<file path="config.mk">
export PLATFORM = sky130hd
export DESIGN_NAME = control_unit_flat
export DESIGN_NICKNAME = d
export VERILOG_FILES = /design/src/rtl/control_unit_if.sv /design/src/rtl/control_unit.sv /design/src/flat_wrapper.sv
export SDC_FILE = /design/constraint.sdc
export NUM_CORES = 1
export LEC_CHECK = 0
export ABC_AREA = 0
export CORE_MARGIN = 2
export CORE_UTILIZATION = 41
export DETAILED_ROUTE_END_ITERATION = 6
export PLACE_DENSITY = 0.82
export SLEW_MARGIN = 25
export SYNTH_ARGS = -nofsm -noshare
export SYNTH_HDL_FRONTEND = slang
export SYNTH_SLANG_ARGS = --single-unit
</file>
<file path="constraint.sdc">
create_clock -name clk -period 3.71 [get_ports clk]
set_input_delay 0.9275 -clock clk [delete_from_list [all_inputs] [get_ports clk]]
set_output_delay 0.9275 -clock clk [all_outputs]
set_load 0.03 [all_outputs]
</file>
<file path="src/rtl/control_unit_if.sv">
// Control bus between the RISC-SPM sequencer and its datapath.
// The instruction and zero flag flow into the sequencer. The load, increment,
// select and write strobes flow out to the datapath.
interface control_unit_if #(
    parameter int unsigned WORD_SIZE = 8,
    parameter int unsigned SEL1_SIZE = 3,
    parameter int unsigned SEL2_SIZE = 2
);
    logic [WORD_SIZE-1:0] instruction;
    logic                 zero;
    logic                 load_R0;
    logic                 load_R1;
    logic                 load_R2;
    logic                 load_R3;
    logic                 load_PC;
    logic                 inc_PC;
    logic [SEL1_SIZE-1:0] sel_bus_1_mux;
    logic [SEL2_SIZE-1:0] sel_bus_2_mux;
    logic                 load_IR;
    logic                 load_Add_R;
    logic                 load_Reg_Y;
    logic                 load_Reg_Z;
    logic                 write;

    // Sequencer side: it receives the decode inputs and drives the strobes.
    modport master (
        input  instruction, zero,
        output load_R0, load_R1, load_R2, load_R3, load_PC, inc_PC,
               sel_bus_1_mux, sel_bus_2_mux, load_IR, load_Add_R,
               load_Reg_Y, load_Reg_Z, write
    );

    // Datapath side.
    modport slave (
        output instruction, zero,
        input  load_R0, load_R1, load_R2, load_R3, load_PC, inc_PC,
               sel_bus_1_mux, sel_bus_2_mux, load_IR, load_Add_R,
               load_Reg_Y, load_Reg_Z, write
    );
endinterface

</file>
<file path="src/rtl/control_unit.sv">
// RISC-SPM control unit: fetch / decode / execute sequencer.
// The strobes are decoded combinationally from the state. In the decode state
// they also depend on the opcode and the zero flag, so that a branch-on-zero
// that is not taken can skip its address byte in the same cycle.
module control_unit #(
    parameter int unsigned WORD_SIZE = 8,
    parameter int unsigned SEL1_SIZE = 3,
    parameter int unsigned SEL2_SIZE = 2
) (
    input  logic              clk,
    input  logic              clr,
    control_unit_if.master    bus
);
    localparam int unsigned STATE_W = 4;
    localparam int unsigned OPC_W   = 4;
    localparam int unsigned REG_W   = 2;
    localparam int unsigned NUM_REG = 4;

    localparam logic [OPC_W-1:0] OP_NOP = 4'd0;
    localparam logic [OPC_W-1:0] OP_ADD = 4'd1;
    localparam logic [OPC_W-1:0] OP_SUB = 4'd2;
    localparam logic [OPC_W-1:0] OP_AND = 4'd3;
    localparam logic [OPC_W-1:0] OP_NOT = 4'd4;
    localparam logic [OPC_W-1:0] OP_RD  = 4'd5;
    localparam logic [OPC_W-1:0] OP_WR  = 4'd6;
    localparam logic [OPC_W-1:0] OP_BR  = 4'd7;
    localparam logic [OPC_W-1:0] OP_BRZ = 4'd8;

    localparam logic [SEL1_SIZE-1:0] SEL1_PC  = SEL1_SIZE'(4);
    localparam logic [SEL2_SIZE-1:0] SEL2_ALU = SEL2_SIZE'(0);
    localparam logic [SEL2_SIZE-1:0] SEL2_B1  = SEL2_SIZE'(1);
    localparam logic [SEL2_SIZE-1:0] SEL2_MEM = SEL2_SIZE'(2);

    typedef enum logic [STATE_W-1:0] {
        S_IDLE = 4'd0,
        S_FET1 = 4'd1,
        S_FET2 = 4'd2,
        S_DEC  = 4'd3,
        S_EX1  = 4'd4,
        S_RD1  = 4'd5,
        S_RD2  = 4'd6,
        S_WR1  = 4'd7,
        S_WR2  = 4'd8,
        S_BR1  = 4'd9,
        S_BR2  = 4'd10,
        S_HALT = 4'd11
    } state_t;

    state_t                 r_state;
    state_t                 w_next_state;

    logic [OPC_W-1:0]       w_opcode;
    logic [REG_W-1:0]       w_src;
    logic [REG_W-1:0]       w_dest;

    logic [NUM_REG-1:0]     w_load_r;
    logic                   w_load_pc;
    logic                   w_inc_pc;
    logic [SEL1_SIZE-1:0]   w_sel1;
    logic [SEL2_SIZE-1:0]   w_sel2;
    logic                   w_load_ir;
    logic                   w_load_add_r;
    logic                   w_load_reg_y;
    logic                   w_load_reg_z;
    logic                   w_write;

    assign w_opcode = bus.instruction[7:4];
    assign w_src    = bus.instruction[3:2];
    assign w_dest   = bus.instruction[1:0];

    // State register. When clr goes low it returns the sequencer to idle at once.
    always_ff @(posedge clk or negedge clr) begin
        if (!clr) begin
            r_state <= S_IDLE;
        end else begin
            r_state <= w_next_state;
        end
    end

    // Next-state and strobe decode. Every strobe defaults to 0 before the case.
    always_comb begin
        w_next_state = S_IDLE;
        w_load_r     = '0;
        w_load_pc    = 1'b0;
        w_inc_pc     = 1'b0;
        w_sel1       = '0;
        w_sel2       = '0;
        w_load_ir    = 1'b0;
        w_load_add_r = 1'b0;
        w_load_reg_y = 1'b0;
        w_load_reg_z = 1'b0;
        w_write      = 1'b0;

        case (r_state)
            S_IDLE: begin
                w_next_state = S_FET1;
            end
            S_FET1: begin
                w_sel1       = SEL1_PC;
                w_sel2       = SEL2_B1;
                w_load_add_r = 1'b1;
                w_next_state = S_FET2;
            end
            S_FET2: begin
                w_sel2       = SEL2_MEM;
                w_load_ir    = 1'b1;
                w_inc_pc     = 1'b1;
                w_next_state = S_DEC;
            end
            S_DEC: begin
                case (w_opcode)
                    OP_NOP: begin
                        w_next_state = S_FET1;
                    end
                    OP_ADD, OP_SUB, OP_AND: begin
                        w_sel1       = SEL1_SIZE'(w_src);
                        w_sel2       = SEL2_B1;
                        w_load_reg_y = 1'b1;
                        w_next_state = S_EX1;
                    end
                    OP_NOT: begin
                        w_sel1           = SEL1_SIZE'(w_src);
                        w_sel2           = SEL2_ALU;
                        w_load_reg_z     = 1'b1;
                        w_load_r[w_dest] = 1'b1;
                        w_next_state     = S_FET1;
                    end
                    OP_RD: begin
                        w_sel1       = SEL1_PC;
                        w_sel2       = SEL2_B1;
                        w_load_add_r = 1'b1;
                        w_next_state = S_RD1;
                    end
                    OP_WR: begin
                        w_sel1       = SEL1_PC;
                        w_sel2       = SEL2_B1;
                        w_load_add_r = 1'b1;
                        w_next_state = S_WR1;
                    end
                    OP_BR: begin
                        w_sel1       = SEL1_PC;
                        w_sel2       = SEL2_B1;
                        w_load_add_r = 1'b1;
                        w_next_state = S_BR1;
                    end
                    OP_BRZ: begin
                        if (bus.zero) begin
                            w_sel1       = SEL1_PC;
                            w_sel2       = SEL2_B1;
                            w_load_add_r = 1'b1;
                            w_next_state = S_BR1;
                        end else begin
                            // Not taken: step the PC past the branch address byte.
                            w_inc_pc     = 1'b1;
                            w_next_state = S_FET1;
                        end
                    end
                    default: begin
                        w_next_state = S_HALT;
                    end
                endcase
            end
            S_EX1: begin
                w_sel1           = SEL1_SIZE'(w_dest);
                w_sel2           = SEL2_ALU;
                w_load_reg_z     = 1'b1;
                w_load_r[w_dest] = 1'b1;
                w_next_state     = S_FET1;
            end
            S_RD1: begin
                w_sel2       = SEL2_MEM;
                w_load_add_r = 1'b1;
                w_inc_pc     = 1'b1;
                w_next_state = S_RD2;
            end
            S_RD2: begin
                w_sel2           = SEL2_MEM;
                w_load_r[w_dest] = 1'b1;
                w_next_state     = S_FET1;
            end
            S_WR1: begin
                w_sel2       = SEL2_MEM;
                w_load_add_r = 1'b1;
                w_inc_pc     = 1'b1;
                w_next_state = S_WR2;
            end
            S_WR2: begin
                w_sel1       = SEL1_SIZE'(w_src);
                w_write      = 1'b1;
                w_next_state = S_FET1;
            end
            S_BR1: begin
                w_sel2       = SEL2_MEM;
                w_load_add_r = 1'b1;
                w_next_state = S_BR2;
            end
            S_BR2: begin
                w_sel2       = SEL2_MEM;
                w_load_pc    = 1'b1;
                w_next_state = S_FET1;
            end
            S_HALT: begin
                w_next_state = S_HALT;
            end
            default: begin
                w_next_state = S_IDLE;
            end
        endcase
    end

    // Drive the datapath strobes onto the bus.
    assign bus.load_R0       = w_load_r[0];
    assign bus.load_R1       = w_load_r[1];
    assign bus.load_R2       = w_load_r[2];
    assign bus.load_R3       = w_load_r[3];
    assign bus.load_PC       = w_load_pc;
    assign bus.inc_PC        = w_inc_pc;
    assign bus.sel_bus_1_mux = w_sel1;
    assign bus.sel_bus_2_mux = w_sel2;
    assign bus.load_IR       = w_load_ir;
    assign bus.load_Add_R    = w_load_add_r;
    assign bus.load_Reg_Y    = w_load_reg_y;
    assign bus.load_Reg_Z    = w_load_reg_z;
    assign bus.write         = w_write;
endmodule
</file>
<file path="src/flat_wrapper.sv">
// flat-port wrapper written by rule: the top's interface ports become plain ports
module control_unit_flat 
#(
    parameter int unsigned WORD_SIZE = 8,
    parameter int unsigned SEL1_SIZE = 3,
    parameter int unsigned SEL2_SIZE = 2
)
  (clk, clr, bus_instruction, bus_zero, bus_load_R0, bus_load_R1, bus_load_R2, bus_load_R3, bus_load_PC, bus_inc_PC, bus_sel_bus_1_mux, bus_sel_bus_2_mux, bus_load_IR, bus_load_Add_R, bus_load_Reg_Y, bus_load_Reg_Z, bus_write);
  control_unit_if #(.WORD_SIZE(WORD_SIZE), .SEL1_SIZE(SEL1_SIZE), .SEL2_SIZE(SEL2_SIZE)) bus_i ();
  input  logic clk;
  input  logic clr;
  input wire logic [$bits(bus_i.instruction)-1:0] bus_instruction;
  input wire logic [$bits(bus_i.zero)-1:0] bus_zero;
  output wire logic [$bits(bus_i.load_R0)-1:0] bus_load_R0;
  output wire logic [$bits(bus_i.load_R1)-1:0] bus_load_R1;
  output wire logic [$bits(bus_i.load_R2)-1:0] bus_load_R2;
  output wire logic [$bits(bus_i.load_R3)-1:0] bus_load_R3;
  output wire logic [$bits(bus_i.load_PC)-1:0] bus_load_PC;
  output wire logic [$bits(bus_i.inc_PC)-1:0] bus_inc_PC;
  output wire logic [$bits(bus_i.sel_bus_1_mux)-1:0] bus_sel_bus_1_mux;
  output wire logic [$bits(bus_i.sel_bus_2_mux)-1:0] bus_sel_bus_2_mux;
  output wire logic [$bits(bus_i.load_IR)-1:0] bus_load_IR;
  output wire logic [$bits(bus_i.load_Add_R)-1:0] bus_load_Add_R;
  output wire logic [$bits(bus_i.load_Reg_Y)-1:0] bus_load_Reg_Y;
  output wire logic [$bits(bus_i.load_Reg_Z)-1:0] bus_load_Reg_Z;
  output wire logic [$bits(bus_i.write)-1:0] bus_write;
  assign bus_i.instruction = bus_instruction;
  assign bus_i.zero = bus_zero;
  assign bus_load_R0 = bus_i.load_R0;
  assign bus_load_R1 = bus_i.load_R1;
  assign bus_load_R2 = bus_i.load_R2;
  assign bus_load_R3 = bus_i.load_R3;
  assign bus_load_PC = bus_i.load_PC;
  assign bus_inc_PC = bus_i.inc_PC;
  assign bus_sel_bus_1_mux = bus_i.sel_bus_1_mux;
  assign bus_sel_bus_2_mux = bus_i.sel_bus_2_mux;
  assign bus_load_IR = bus_i.load_IR;
  assign bus_load_Add_R = bus_i.load_Add_R;
  assign bus_load_Reg_Y = bus_i.load_Reg_Y;
  assign bus_load_Reg_Z = bus_i.load_Reg_Z;
  assign bus_write = bus_i.write;
  control_unit #(.WORD_SIZE(WORD_SIZE), .SEL1_SIZE(SEL1_SIZE), .SEL2_SIZE(SEL2_SIZE)) u_core (.clk(clk), .clr(clr), .bus(bus_i));
endmodule
</file>
==> flow_summary.ini <==
[drt]
drc_errors = 0
wl_um = 1620
vias = 673
wl_per_cell_um = 14.2
viasPerCell = 5.90
ant_nets = 0
drtPass1Iterations = 4
drt_iter0_markers = 30

[power]
leakage_nw = 0.371
switching_share_pct = 53.6
power_density_mw_per_mm2 = 700
sequentialPowerShare_pct = 21.7
p_comb_share_pct = 69.2
p_switching_uw = 307
p_int_uw = 266
peakVddDrop_mv = 0.534
clock_power_share_pct = 9.1

[final_layout]
synthToLayoutAreaGrowth_pct = 53.8
diodes = 0
layout.cells.non_filler = 114
largest_reg_flops = 4
multi_input_area_um2 = 390
post-route-util_pct = 70.9
fin_nets = 113
layout.cells.most_common = clkdlybuf4s50_1
seqCellArea_um2 = 100
top_regs = u_core.r_state x4
layout_common_cells = clkdlybuf4s50_1, buf_4, nor2_1, a21oi_1, nand2_1
drive_gt1_share_pct = 24.0
fillers = 92
largest_register = u_core.r_state

[global_route]
grt_start_max_net_pins = 16
grt_use_total_pct = 24.0
overflow = 0
grt_pass1_wl_um = 2500
grt_pass1_vias = 582
antenna_found_initial = 0

[synth]
synth.distinct_cells = 39
synthCells = 72
synth_area_um2 = 533
syn_nets = 83
synth.ff_latch_count = 4
synth-warning-count = 0
synth_area_per_cell_um2 = 7.40
ys_seq_area_share_pct = 18.8

[clocking]
root_buffer = clkbuf_4
htree_levels = 1
cts_sinks = 4
clkSlewWorstSetupHoldPaths_ns = 0.04
cts_buffers = 3
clk_latency_ns = 0.23
clock_path_buffers = 2
cts_tree = done

[critical_path]
cpMostUsedCell = clkdlybuf4s50_1
required_ns = 2.78
max_stage_delay_ns = 0.66
crit_type = input pin to primary output
cp-start-kind = input pin
worstPathArrival_ns = 2.65
critPathCaptureType = primary output
path_max_fanout = 2
crit_slowest_cell = clkdlybuf4s50_1
crit_chain = clkdlybuf4s50_1 > nor2_1 > xnor2_1 > a21o_1 > a22o_1 > clkdlybuf4s50_1
r2r_slack_ns = 2.30

[floorplan]
die_y_um = 40.1
start_util_pct = 46.1
coreArea_mm2 = 0.00116
num_rows = 12
io_pins = 27
die_x_um = 40.1
die_area_mm2 = 0.00160

[timing]
max_freq_mhz = 280
fin_tns_setup_ns = 0
grt_setup_unrepaired = no
max_slew_margin_pct = 64.7
maxSlewViolCount = 0
holdWs_ns = 0.717
fin_crit_sh_pct = 96.3
hold_violations = 0
layout_setup_ws_ns = 0.137
worstMarginPinSlew_ns = 0.522
setup_viol = 0
finClkSkew_ns = 0.00257
min_period_ns = 3.57

[run_status]
status = finished clean

[place]
dp.cells = 111
dp_slack_ns = 0.0808
hpwlAfterDp_um = 1270
gp_congestion = 0.826
portBuffers = 26

[min_path]
hold_class = register to register

[run]
maxCapViolCount = 0
==> synth_stat cells, drive strengths merged <==
master	count	area [um2]
o21a	1	7.51
or3	2	12.5
nand2	5	18.8
or3b	2	17.5
a31oi	2	12.5
a311oi	1	8.76
nor3	2	10.0
a31o	1	8.76
a221o	1	10.0
a211oi	1	7.51
a21o	2	16.3
xnor2	1	8.76
dfrtp	4	100
a22o	2	17.5
and2b	1	7.51
nand2b	4	27.5
nor4	2	12.5
o21ai	3	15.0
or2	1	6.26
o22ai	1	6.26
clkbuf	2	8.75
and3b	1	8.76
nor2	5	18.8
buf	4	22.5
o31ai	1	7.51
a21oi	5	25.0
nand3	2	10.0
inv	3	11.3
and3	2	12.5
a221oi	2	17.5
nor3b	1	12.5
nor4b	2	17.5
nor2b	2	12.5
o41ai	1	16.3
==> per-stage QoR <==
stage	total power [mW]	area, um2
3_5_place_dp	0.518	795
4_1_cts	0.575	817
5_1_grt	0.615	820
3_3_place_gp	0.515	795
2_1_floorplan	0.384	533
6_report	0.574	820
==> critical path: cells and delay by family <==
kind / cells / cell delay, ns
buffers and inverters: 2 / 1.09
AOI/OAI and AO/OA: 2 / 0.29
and+or+nand+nor: 1 / 0.19
xor gates and xnor gates: 1 / 0.14
==> routing by layer <==
layer	GRT usage (%)	vias up	part of all wire [%]
met2	37.1	34	50
met4	18.1	0	1.8
met1	30.8	305	42
li1	-	330	-
met5	0	-	0
met3	1.67	4	6.1
==> power groups by stage <==
| stage | registers, mW | logic, mW | clock network [mW] |
|---|---|---|---|
| final | 0.124 | 0.397 | 0.0525 |
| after global routing | 0.133 | 0.428 | 0.0544 |
| after CTS | 0.123 | 0.398 | 0.0548 |
| after detailed placement | 0.123 | 0.395 | 0 |
| after global placement | 0.124 | 0.391 | 0 |
| after floorplan | 0.0768 | 0.307 | 0 |
==> worst paths after layout <==
check | start | endpoint | cells after the start
worst max-delay path | bus_instruction[5] | bus_sel_bus_1_mux[1] | 6
worst min-delay path | u_core.r_state[3]$_DFF_PN0_ | u_core.r_state[3]$_DFF_PN0_ | 1
worst max register to register | u_core.r_state[2]$_DFF_PN0_ | u_core.r_state[1]$_DFF_PN0_ | 3
worst min register to register | u_core.r_state[3]$_DFF_PN0_ | u_core.r_state[3]$_DFF_PN0_ | 1
max in group asynchronous | clr | u_core.r_state[0]$_DFF_PN0_ | 1
min in group asynchronous | clr | u_core.r_state[3]$_DFF_PN0_ | 1
==> cells by family after synthesis <==
| family | count (synthesis) | synth area share, % |
|---|---|---|
| AOI/OAI and AO/OA | 24 | 33.1 |
| and+or+nand+nor | 34 | 38.5 |
| buffers and inverters | 9 | 7.98 |
| xor gates and xnor gates | 1 | 1.64 |
| DFF | 4 | 18.8 |
==> cell type report <==
cell class	count	share of cell area (%)
repair buffers	31	33.9
well taps	14	2.14
inverters	3	1.37
flip-flops and latches	4	12.2
multi-input cells	59	47.6
clock buffers	3	2.75
==> timing repair <==
action	in CTS	in global routing
setup endpoints to repair	0	1
buffers inserted	0	0
hold endpoints to repair	0	0
hold buffers	0	0
resized for setup	0	1
Note: power is estimated with default switching activity, not from simulation.
